==> src/rtl/frame_buffer_arbiter.sv <==
// frame_buffer_arbiter: round-robin DDR port arbiter for a double-buffered frame store
//   axi_clk/rstn          : clock, async active-low reset
//   wr_req/wr_done        : capture side burst ready / write burst complete pulse
//   rd_req/rd_done        : readout side burst wanted / read burst complete pulse
//   wr_grant/rd_grant     : registered ownership of the DDR port
//   wr_addr/rd_addr       : burst start addresses, stable for the whole grant
//   frame_ready           : a complete frame has been published to the reader
//   wr_buf_sel            : buffer being written (0=A, 1=B)
//   drop_cnt              : saturating count of write frames discarded
module frame_buffer_arbiter #(
  parameter int ADDR_WIDTH = 32,
  parameter int BURST_BYTES = 8192,
  parameter int FRAME_BURSTS = 1024,
  parameter logic [ADDR_WIDTH-1:0] BASE_A = ADDR_WIDTH'(32'h0000_0000),
  parameter logic [ADDR_WIDTH-1:0] BASE_B = ADDR_WIDTH'(32'h0100_0000)
) (
  input  logic                  axi_clk,
  input  logic                  rstn,
  input  logic                  wr_req,
  input  logic                  wr_done,
  input  logic                  rd_req,
  input  logic                  rd_done,
  output logic                  wr_grant,
  output logic                  rd_grant,
  output logic [ADDR_WIDTH-1:0] wr_addr,
  output logic [ADDR_WIDTH-1:0] rd_addr,
  output logic                  frame_ready,
  output logic                  wr_buf_sel,
  output logic [15:0]           drop_cnt
);
  localparam int OFF_W = FRAME_BURSTS > 1 ? $clog2(FRAME_BURSTS) : 1;
  typedef enum logic [1:0] {IDLE, WR, RD} state_t;
  state_t state;
  logic [OFF_W-1:0] wr_off, rd_off;
  logic rd_sel, last_rd;
  logic wr_last, rd_last, wr_elig, rd_elig;
  assign wr_last = wr_off == OFF_W'(FRAME_BURSTS - 1);
  assign rd_last = rd_off == OFF_W'(FRAME_BURSTS - 1);
  assign wr_elig = wr_req;
  assign rd_elig = rd_req && frame_ready;
  assign wr_addr = (wr_buf_sel ? BASE_B : BASE_A) + ADDR_WIDTH'(wr_off) * ADDR_WIDTH'(BURST_BYTES);
  assign rd_addr = (rd_sel ? BASE_B : BASE_A) + ADDR_WIDTH'(rd_off) * ADDR_WIDTH'(BURST_BYTES);
  always_ff @(posedge axi_clk or negedge rstn)
    if (!rstn) begin
      state       <= IDLE;
      wr_grant    <= 1'b0;
      rd_grant    <= 1'b0;
      wr_off      <= '0;
      rd_off      <= '0;
      wr_buf_sel  <= 1'b0;
      rd_sel      <= 1'b1;
      frame_ready <= 1'b0;
      drop_cnt    <= '0;
      last_rd     <= 1'b1;
    end else
      case (state)
        IDLE:
          if (wr_elig && (!rd_elig || last_rd)) begin
            state    <= WR;
            wr_grant <= 1'b1;
            last_rd  <= 1'b0;
          end else if (rd_elig) begin
            state    <= RD;
            rd_grant <= 1'b1;
            last_rd  <= 1'b1;
          end
        WR:
          if (wr_done) begin
            state    <= IDLE;
            wr_grant <= 1'b0;
            wr_off   <= wr_last ? '0 : wr_off + 1'b1;
            // Publishing is only safe at a reader frame boundary; otherwise the
            // writer overwrites its own buffer and the frame is counted as dropped.
            if (wr_last) begin
              if (rd_off == '0) begin
                rd_sel      <= wr_buf_sel;
                wr_buf_sel  <= ~wr_buf_sel;
                frame_ready <= 1'b1;
              end else if (drop_cnt != 16'hFFFF)
                drop_cnt <= drop_cnt + 16'd1;
            end
          end
        RD:
          if (rd_done) begin
            state    <= IDLE;
            rd_grant <= 1'b0;
            rd_off   <= rd_last ? '0 : rd_off + 1'b1;
          end
        default: state <= IDLE;
      endcase
endmodule

==> config.mk <==
export PLATFORM = sky130hd
export DESIGN_NAME = frame_buffer_arbiter
export DESIGN_NICKNAME = d
export VERILOG_FILES = /design/src/rtl/frame_buffer_arbiter.sv
export SDC_FILE = /design/constraint.sdc
export NUM_CORES = 1
export LEC_CHECK = 0
export ABC_AREA = 1
export ABC_CLOCK_PERIOD_IN_PS = 2200
export CAP_MARGIN = 25
export CORE_UTILIZATION = 29
export DETAILED_ROUTE_END_ITERATION = 6
export DONT_BUFFER_PORTS = 1
export GPL_ROUTABILITY_DRIVEN = 0
export PLACE_DENSITY = 0.51
export SLEW_MARGIN = 20
export SYNTH_ARGS = -nofsm -noshare
export SYNTH_HDL_FRONTEND = slang
export SYNTH_SLANG_ARGS = --single-unit
==> constraint.sdc <==
create_clock -name axi_clk -period 2.2 [get_ports axi_clk]
set_clock_uncertainty 0.2 [all_clocks]
set_input_delay 0.22 -clock axi_clk [delete_from_list [all_inputs] [get_ports axi_clk]]
set_output_delay 0.22 -clock axi_clk [all_outputs]
set_load 0.02 [all_outputs]
# After elaboration in Yosys (flattened, before gate mapping)
# Index checks and enable logic that the tools add are counted.
[word_totals]
word_cells = 62
in_bits = 6
n_memories = 0
mem_bits_ro = 0
output_inout_bits = 84
latchBits = 0
reg_bits = 44
ramBits = 0
[classes]
div_mod_pow = 0
n_reduce_logical = 17
magnitude_cmp = 0
mux = 17
addsub = 5
n_eq_ne = 11
mul = 0
shift = 0
bitwise_logic = 2
[op_table]
columns = ["op", "n"]
rows = [
  ["$add A25 B23 Y26", 2],
  ["$mux W25", 2],
  ["$add A10 B1 Y10 const B", 2],
  ["$eq A10 B10 Y1 const B", 2],
  ["$mux W10", 2],
  ["$add A16 B1 Y16 const B", 1],
  ["$ne A16 B16 Y1 const B", 1],
  ["$logic_not A10 Y1", 1],
  ["$ne A2 B2 Y1 const B", 5],
  ["$mux W2", 4],
  ["$reduce_and A4 Y1", 2],
  ["$mux W1", 6],
  ["$pmux W2 S3", 1],
  ["$reduce_and A2 Y1", 3],
  ["$reduce_and A3 Y1", 2],
  ["$reduce_bool A2 Y1", 3],
  ["$reduce_and A5 Y1", 1],
  ["$pmux W1 S2", 2],
  ["$ne A3 B3 Y1 const B", 1],
  ["$eq A2 B1 Y1 const B", 1],
  ["$eq A2 B2 Y1 const B", 1],
  ["$logic_and A1 B1 Y1", 2],
  ["$logic_not A2 Y1", 1],
  ["$not A1 Y1", 2],
  ["other kinds (2)", 2],
]

# Depth between registers and ports, before layout
# Gate-level depths: netlist of run 1.
[logic_depth]
word_depth = 6
mapped_depth = 10
mapped_depth_nobuf = 10

# Worst setup path before layout of run 1
# OpenSTA, ideal clock, no wires.
[synth_path]
path_type = "flip-flop to flip-flop"
from = "reg drop_cnt[1]"
to = "reg drop_cnt[11]"
synth_period_minus_slack_ns = 1.815
setup_time_ns = 0.118
stages_incl_launch_ff = 10
path_buffers = 1
arrival_time_ns = 1.497
required_ns = 1.882
slack_ns = 0.385
path_cell_list = "dfrtp_1 > ha_1 > nand2_1 > nor2_2 > nand2_1 > nor2_2 > nor2_2 > buf_2 > nand4_1 > nand2_1"
[synth_between]
elab_chain_cells = 2
elab_cells_between_ends = 3
classes_between = "add/sub: 1; eq/ne: 1; reduce/logical: 1"
[synth_lines]
columns = ["item", "line_no", "source"]
rows = [
  ["from (decl)", "29", "output logic [15:0] drop_cnt"],
  ["from (signal assigned)", "80", "drop_cnt <= drop_cnt + 16'd1;"],
  ["parallel branches: the longest is 2 deep, another holds $add A16 B1 Y16", "n/a", ""],
]
# Several ways; the timed one is not identified.
# A chain may end at the register's enable or synchronous reset.

# Final worst setup path of run 1
[layout_path]
from = "reg drop_cnt[0]"
to = "reg drop_cnt[1]"
# The elaborated chain is that of the path after synthesis.

==> impl_metrics.json, run 1 <==
{
  "status": "complete, no violations",
  "timing.slew.headroom_pct": 65.3,
  "grt_start_max_net_pins": 45,
  "synth_largest_area_cell": "dfrtp_1",
  "synth-xor-area-share_pct": 3.12,
  "synthTopCellsByArea": "dfrtp_1 (37%), buf_4 (12%), nand2_1 (11%), inv_1 (6.4%), nand3_1 (5.3%)",
  "arrival_ns": 1.89,
  "fin_crit_ns": 1.91,
  "setup_tns_ns": 0,
  "drive_above_1_share_pct": 15.1,
  "hold_class": "input port to register",
  "ys_seq_area_share_pct": 39.3,
  "drt_wl_total_mm": 6.08,
  "numPortBuffers": 0,
  "syn-cell-area_mm2": 0.00281,
  "start_util_pct": 30.1,
  "yosys-top-cells-count": "nand2_1 (82), inv_1 (48), buf_4 (44)",
  "synth.area.mux_share_pct": 0,
  "yosysTopAreaCellShare_pct": 37.4,
  "cts.reportedPaths.clkPinSlew_ns": 0.09,
  "first_global_vias": 2168,
  "cts-root-buf": "clkbuf_8",
  "p_seq_share_pct": 43.5,
  "power_frac_comb_pct": 34.0,
  "grt_pass1_wl_mm": 10.6,
  "netlist-cell-type-count": 31,
  "postPlaceCellArea_mm2": 0.00302,
  "syn_to_final_growth_pct": 13.9,
  "async_flop_share_pct": 100,
  "critical_path_class": "register to register",
  "hold_violations": 0,
  "cts_tree": "done",
  "vias_per_cell": 4.18,
  "min_path_cells": 3,
  "cp-start-kind": "register",
  "dieArea_mm2": 0.0101,
  "synth_cells": 367,
  "fin_util_pct": 34.3,
  "power.total_mw": 2.42,
  "grt.overflow.total": 0,
  "switching_power_mw": 0.941,
  "synth_top_family_by_area": "simple AND/OR/NAND/NOR gates",
  "clock_sinks": 44,
  "placeableCoreArea_mm2": 0.00933,
  "synth-compound-area-share_pct": 3.97,
  "dp_cells": 525,
  "leakagePower_nw": 1.62,
  "end_kind": "register",
  "peakVddDrop_mv": 0.415,
  "yosysWarnings": 0,
  "rr_worst_depth": 9,
  "setup_violations": 0,
  "io_pins": 90,
  "clk_latency_ns": 0.29,
  "path_max_fanout": 25,
  "cts_buffer_depth": 2,
  "fp.dieW_um": 100,
  "final_cells": 539,
  "placementRows": 35,
  "clkPwrFrac_pct": 22.5,
  "wire_per_inst_um": 11.3,
  "fin_area_mm2": 0.00320,
  "post_cts_buffers": 0,
  "power_density_mw_per_mm2": 756,
  "nets": 419,
  "cts-buffers-inserted": 5,
  "worst_ep_required_time_ns": 2.18,
  "max_freq_mhz": 524,
  "synth-edff-count": 0,
  "synth.most_common_cell": "nand2_1",
  "worst_pin_slew_ns": 0.520,
  "dpl.hpwl_mm": 4.65,
  "drc": 0,
  "die_h_um": 100,
  "antenna_found_initial": 0,
  "dr.pass1.iters": 4,
  "rsz0062_at_grt": "false",
  "drt_iter0_drc": 74,
  "synthAdderAreaFrac_pct": 1.78,
  "yosys.area_share.simple_pct": 31.9,
  "ant_nets": 0,
  "vias": 2253,
  "cts_max_level": 2,
  "synth_ff_type": "dfrtp_1",
  "grt.total_usage_pct": 13.2,
  "diodes": 0,
  "synth.avg_cell_area_um2": 7.65,
  "finalMaxSlewViolations": 0,
  "ys_ff_latch": 44,
  "internal-power_mw": 1.47,
  "switching_share_pct": 39.0,
  "final.period_utilization_pct": 86.7,
  "max-cap-violations": 0
}
## cells in the final DEF (no fill, tap or decap)
master,netlist,routed
nand4_1,19,19
a21oi_1,6,6
xor2_1,5,5
nor2_1,38,38
clkbuf_8,0,6
nand3b_1,2,2
o21a_1,1,1
o21bai_1,1,1
nand3_1,30,30
dfstp_2,2,2
nor2_4,3,4
nor2_8,1,1
and3_1,1,1
a21oi_2,1,1
o21ai_0,10,10
nand2_2,2,2
nand2_1,82,82
dfrtp_1,42,42
dlygate4sd3_1,0,5
nand3_4,1,1
inv_2,1,1
nor3_1,4,4
and2_1,1,1
inv_1,48,48
o31ai_1,1,1
buf_4,44,36
buf_16,0,1
conb_1,1,42
ha_1,4,4
nor2_2,7,6
clkinvlp_4,0,1
clkbuf_1,0,1
xnor2_1,5,5
## layout make-up
cell class / instances / area [um^2]
clock inverter: 1 / 7.51
multi-input combinational: 267 / 1310
tap: 129 / 161
sequential: 44 / 1100
fill: 990 / 6130
inverter: 49 / 184
clock buffer: 7 / 86.3
timing repair buffer: 42 / 348
## worst paths after layout
path	startpoint	end	slack, ns
setup / recovery	drop_cnt[0]$_DFFE_PN0P_	drop_cnt[1]$_DFFE_PN0P_	0.29
hold / removal	wr_req	wr_grant$_DFFE_PN0P_	0.01
setup reg to reg	drop_cnt[0]$_DFFE_PN0P_	drop_cnt[1]$_DFFE_PN0P_	0.29
hold reg to reg	last_rd$_DFFE_PN1P_	last_rd$_DFFE_PN1P_	0.36
max in group asynchronous	rstn	rd_sel$_DFFE_PN1P_	1.29
min in group asynchronous	rstn	drop_cnt[14]$_DFFE_PN0P_	0.22
## metal layers
metal	up-vias	share of wire (%)	track usage [%]
li1	1154	-	-
met1	1031	45	16.6
met2	66	49	22.7
met3	2	5.2	2.92
met4	0	0.72	3.34
met5	-	0	0
## per-stage QoR
| step | worst slack, ns | hold WS, ns |
|---|---|---|
| floorplan | 0.385 | -0.276 |
| global placement | 0.0437 | -0.275 |
| detailed placement | 0.000360 | -0.275 |
| CTS | 0.282 | 0.00831 |
| global route | 0.0995 | 0.0493 |
| finish | 0.293 | 0.0127 |
## registers in the layout, indices dropped and copies added (netlist names)
register     count
wr_buf_sel       1
last_rd          1
frame_ready      1
wr_off          10
rd_off          10
state            2
rd_grant         1
drop_cnt        16
wr_grant         1
rd_sel           1
## power by group through the flow
| stage | Clock (mW) | Combinational [mW] | Sequential [mW] |
|---|---|---|---|
| after global placement | 0 | 0.775 | 1.07 |
| after detailed placement | 0 | 0.783 | 1.07 |
| after CTS | 0.573 | 0.827 | 1.05 |
| after global routing | 0.601 | 0.929 | 1.07 |
| final | 0.543 | 0.821 | 1.05 |
| after floorplan | 0 | 0.429 | 1.21 |
## logic make-up (layout without fill, tap and decap cells)
kind of cell    Yosys count  after routing
buf+inv                  97             99
fa+ha+maj                 4              4
simple gates            191            191
compound gates           20             20
xor+xnor                 10             10
other cells               1             42
flops                    44             44
## timing repair
item,CTS,global route
setup endpoints to repair,1,0
hold buffers,6,0
hold endpoints to repair,50,0
gates resized for setup,1,0
## critical path, stage by stage, from the launching register on
cell	delay [ns]
dfrtp_1	0.38
ha_1	0.23
nand2_1	0.08
nor2_2	0.04
nand2_1	0.09
nor2_2	0.07
nor2_4	0.41
nand2_1	0.13
nor2_1	0.11
nor2_1	0.05
No activity file was read; power rests on OpenSTA's default activity.
==> inputs of run 2 (changes only) <==
--- a/config.mk
+++ b/config.mk
@@ -9,10 +9,11 @@
 export ABC_CLOCK_PERIOD_IN_PS = 2200
 export CAP_MARGIN = 25
 export CORE_UTILIZATION = 29
+export CTS_CLUSTER_DIAMETER = 40
 export DETAILED_ROUTE_END_ITERATION = 6
 export DONT_BUFFER_PORTS = 1
 export GPL_ROUTABILITY_DRIVEN = 0
-export PLACE_DENSITY = 0.51
+export PLACE_DENSITY_LB_ADDON = 0.15
 export SLEW_MARGIN = 20
 export SYNTH_ARGS = -nofsm -noshare
 export SYNTH_HDL_FRONTEND = slang
==> run 2 against run 1 <==
Worst setup slack worse by 0.030 ns. Maximum frequency down 1.5%. Combinational power rose by 0.5%.
==> impl_metrics.json, run 2 (synthesis gave the netlist of run 1 again) <==
{
  "status": "complete, no violations",
  "drive_above_1_share_pct": 15.9,
  "worst_ep_required_time_ns": 2.20,
  "grt_pass1_wl_mm": 10.4,
  "cp-start-kind": "register",
  "start_util_pct": 30.1,
  "min_from": "wr_done",
  "cts_tree": "done",
  "rr_worst_depth": 9,
  "rr_endpoint": "drop_cnt[1]$_DFFE_PN0P_",
  "fin_crit_ns": 1.94,
  "cts_buffer_depth": 2,
  "largestRegisters": "drop_cnt: 16 flops, rd_off: 10 flops, wr_off: 10 flops",
  "mostFrequentLayoutCell": "nand2_1",
  "leakagePower_nw": 1.65,
  "multiInputGateArea_mm2": 0.00131,
  "placeableCoreArea_mm2": 0.00933,
  "syn_to_final_growth_pct": 15.0,
  "fp.dieW_um": 100,
  "worst_pin_slew_ns": 0.538,
  "setup_violations": 0,
  "top_register": "drop_cnt",
  "max_freq_mhz": 516,
  "antenna_found_initial": 0,
  "cts-buffers-inserted": 5,
  "drt_iter0_drc": 67,
  "first_global_vias": 2165,
  "fin_area_mm2": 0.00323,
  "path_max_fanout": 25,
  "end_kind": "register",
  "postPlaceCellArea_mm2": 0.00304,
  "die_h_um": 100,
  "rsz0062_at_grt": "false",
  "rrSetupSlack_ns": 0.26,
  "vias_per_cell": 4.13,
  "clock_sinks": 44,
  "grt.total_usage_pct": 13.2,
  "max-cap-violations": 0,
  "io_pins": 90,
  "cts-root-buf": "clkbuf_8",
  "hold_class": "input port to register",
  "dieArea_mm2": 0.0101,
  "peakVddDrop_mv": 0.405,
  "dr.pass1.iters": 4,
  "cts.reportedPaths.clkPinSlew_ns": 0.09,
  "final.period_utilization_pct": 88.0,
  "numPortBuffers": 0,
  "critical_path_class": "register to register",
  "dpl.hpwl_mm": 4.69,
  "drc": 0,
  "post_cts_buffers": 0,
  "timing.final.ws_setup_ns": 0.263,
  "ant_nets": 0,
  "r2r_start": "drop_cnt[0]$_DFFE_PN0P_",
  "hold_violations": 0,
  "arrival_ns": 1.94,
  "power.total_mw": 2.42,
  "placementRows": 35,
  "finalMaxSlewViolations": 0,
  "grt_start_max_net_pins": 45,
  "min_path_cells": 4,
  "power_density_mw_per_mm2": 749,
  "cts_max_level": 2,
  "drt_wl_total_mm": 6.22,
  "diodes": 0,
  "regArea_mm2": 0.00110,
  "fillers": 994,
  "clk_latency_ns": 0.30,
  "vias": 2245,
  "wire_per_inst_um": 11.5,
  "grt.overflow.total": 0,
  "largest_reg_flops": 16,
  "timing.slew.headroom_pct": 64.1,
  "hold-path-endpoint": "wr_off[1]$_DFFE_PN0P_",
  "nets": 423,
  "final_cell_mix": "nand2_1 (82), inv_1 (48), conb_1 (42), dfrtp_1 (42), buf_4 (39)",
  "dp_slack_ns": -0.0426
}
-- run 2: changes by cell type in the layout (fill, tap and decap cells not counted), sizes merged --
cell / change
clkinvlp: -1
clkbuf: -1
clkinv: +2
buf: +3
dlygate4sd3: +1
-- run 2: final cells by class --
type	count	share of cell area, %
timing repair buffer	46	11.8
tap	129	5.00
multi-input combinational	267	40.5
inverter	49	5.70
clock buffer	6	2.56
clock inverter	2	0.310
sequential	44	34.2
-- run 2: critical path, cell delays in order (launching register included) --
cell and delay, ns:
dfrtp_1 0.39, ha_1 0.24, nand2_1 0.08, nor2_2 0.05, nand2_1 0.09, nor2_2 0.07
nor2_4 0.42, nand2_1 0.13, nor2_1 0.11, nor2_1 0.05
-- run 2: per-layer routing --
metal  routed length, um  track usage, %
met5                   0               0
met4                  83            4.35
met3                 378            3.69
met2                2830            22.1
met1                2930            16.4
-- run 2: power breakdown --
group	internal [mW]	total, mW	switching [mW]
sequential	0.944	1.05	0.106
clock	0.251	0.543	0.291
combinational	0.276	0.825	0.549
total	1.47	2.42	0.946
-- run 2: how the worst max path moves through the flow --
| stage | endpoint | start | depth (start not counted) |
|---|---|---|---|
| 6_report | drop_cnt[1]$_DFFE_PN0P_ | drop_cnt[0]$_DFFE_PN0P_ | 9 |
| 5_1_grt | drop_cnt[1]$_DFFE_PN0P_ | drop_cnt[0]$_DFFE_PN0P_ | 9 |
| 4_1_cts | drop_cnt[1]$_DFFE_PN0P_ | drop_cnt[0]$_DFFE_PN0P_ | 9 |
| 3_5_place_dp | drop_cnt[1]$_DFFE_PN0P_ | drop_cnt[0]$_DFFE_PN0P_ | 9 |
| 3_3_place_gp | drop_cnt[1]$_DFFE_PN0P_ | drop_cnt[0]$_DFFE_PN0P_ | 9 |
| 2_1_floorplan | drop_cnt[11]$_DFFE_PN0P_ | drop_cnt[1]$_DFFE_PN0P_ | 9 |
-- run 2: what timing repair did --
action                     4_1_cts  5_1_grt
gates resized for setup          1        0
setup endpoints to repair       13        0
hold buffers                     7        0
hold endpoints to repair        50        0
-- run 2: per-stage QoR --
stage | hold slack, ns | TNS [ns] | utilization (%) | std cells
2_1_floorplan | -0.276 | 0 | - | 408
3_3_place_gp | -0.275 | -0.00384 | 32.6 | 528
3_5_place_dp | -0.275 | -0.104 | 32.6 | 528
4_1_cts | 0.0379 | 0 | 34.6 | 543
5_1_grt | 0.0397 | 0 | 34.6 | 543
6_report | 0.0445 | 0 | 34.6 | 543
==> inputs of run 3 (changes only) <==
--- a/config.mk
+++ b/config.mk
@@ -14,7 +14,6 @@
 export DONT_BUFFER_PORTS = 1
 export GPL_ROUTABILITY_DRIVEN = 0
 export PLACE_DENSITY_LB_ADDON = 0.15
-export SLEW_MARGIN = 20
 export SYNTH_ARGS = -nofsm -noshare
 export SYNTH_HDL_FRONTEND = slang
 export SYNTH_SLANG_ARGS = --single-unit
==> results of run 3 <==
No change in the layout: final DEF, timing and power equal those of run 2.
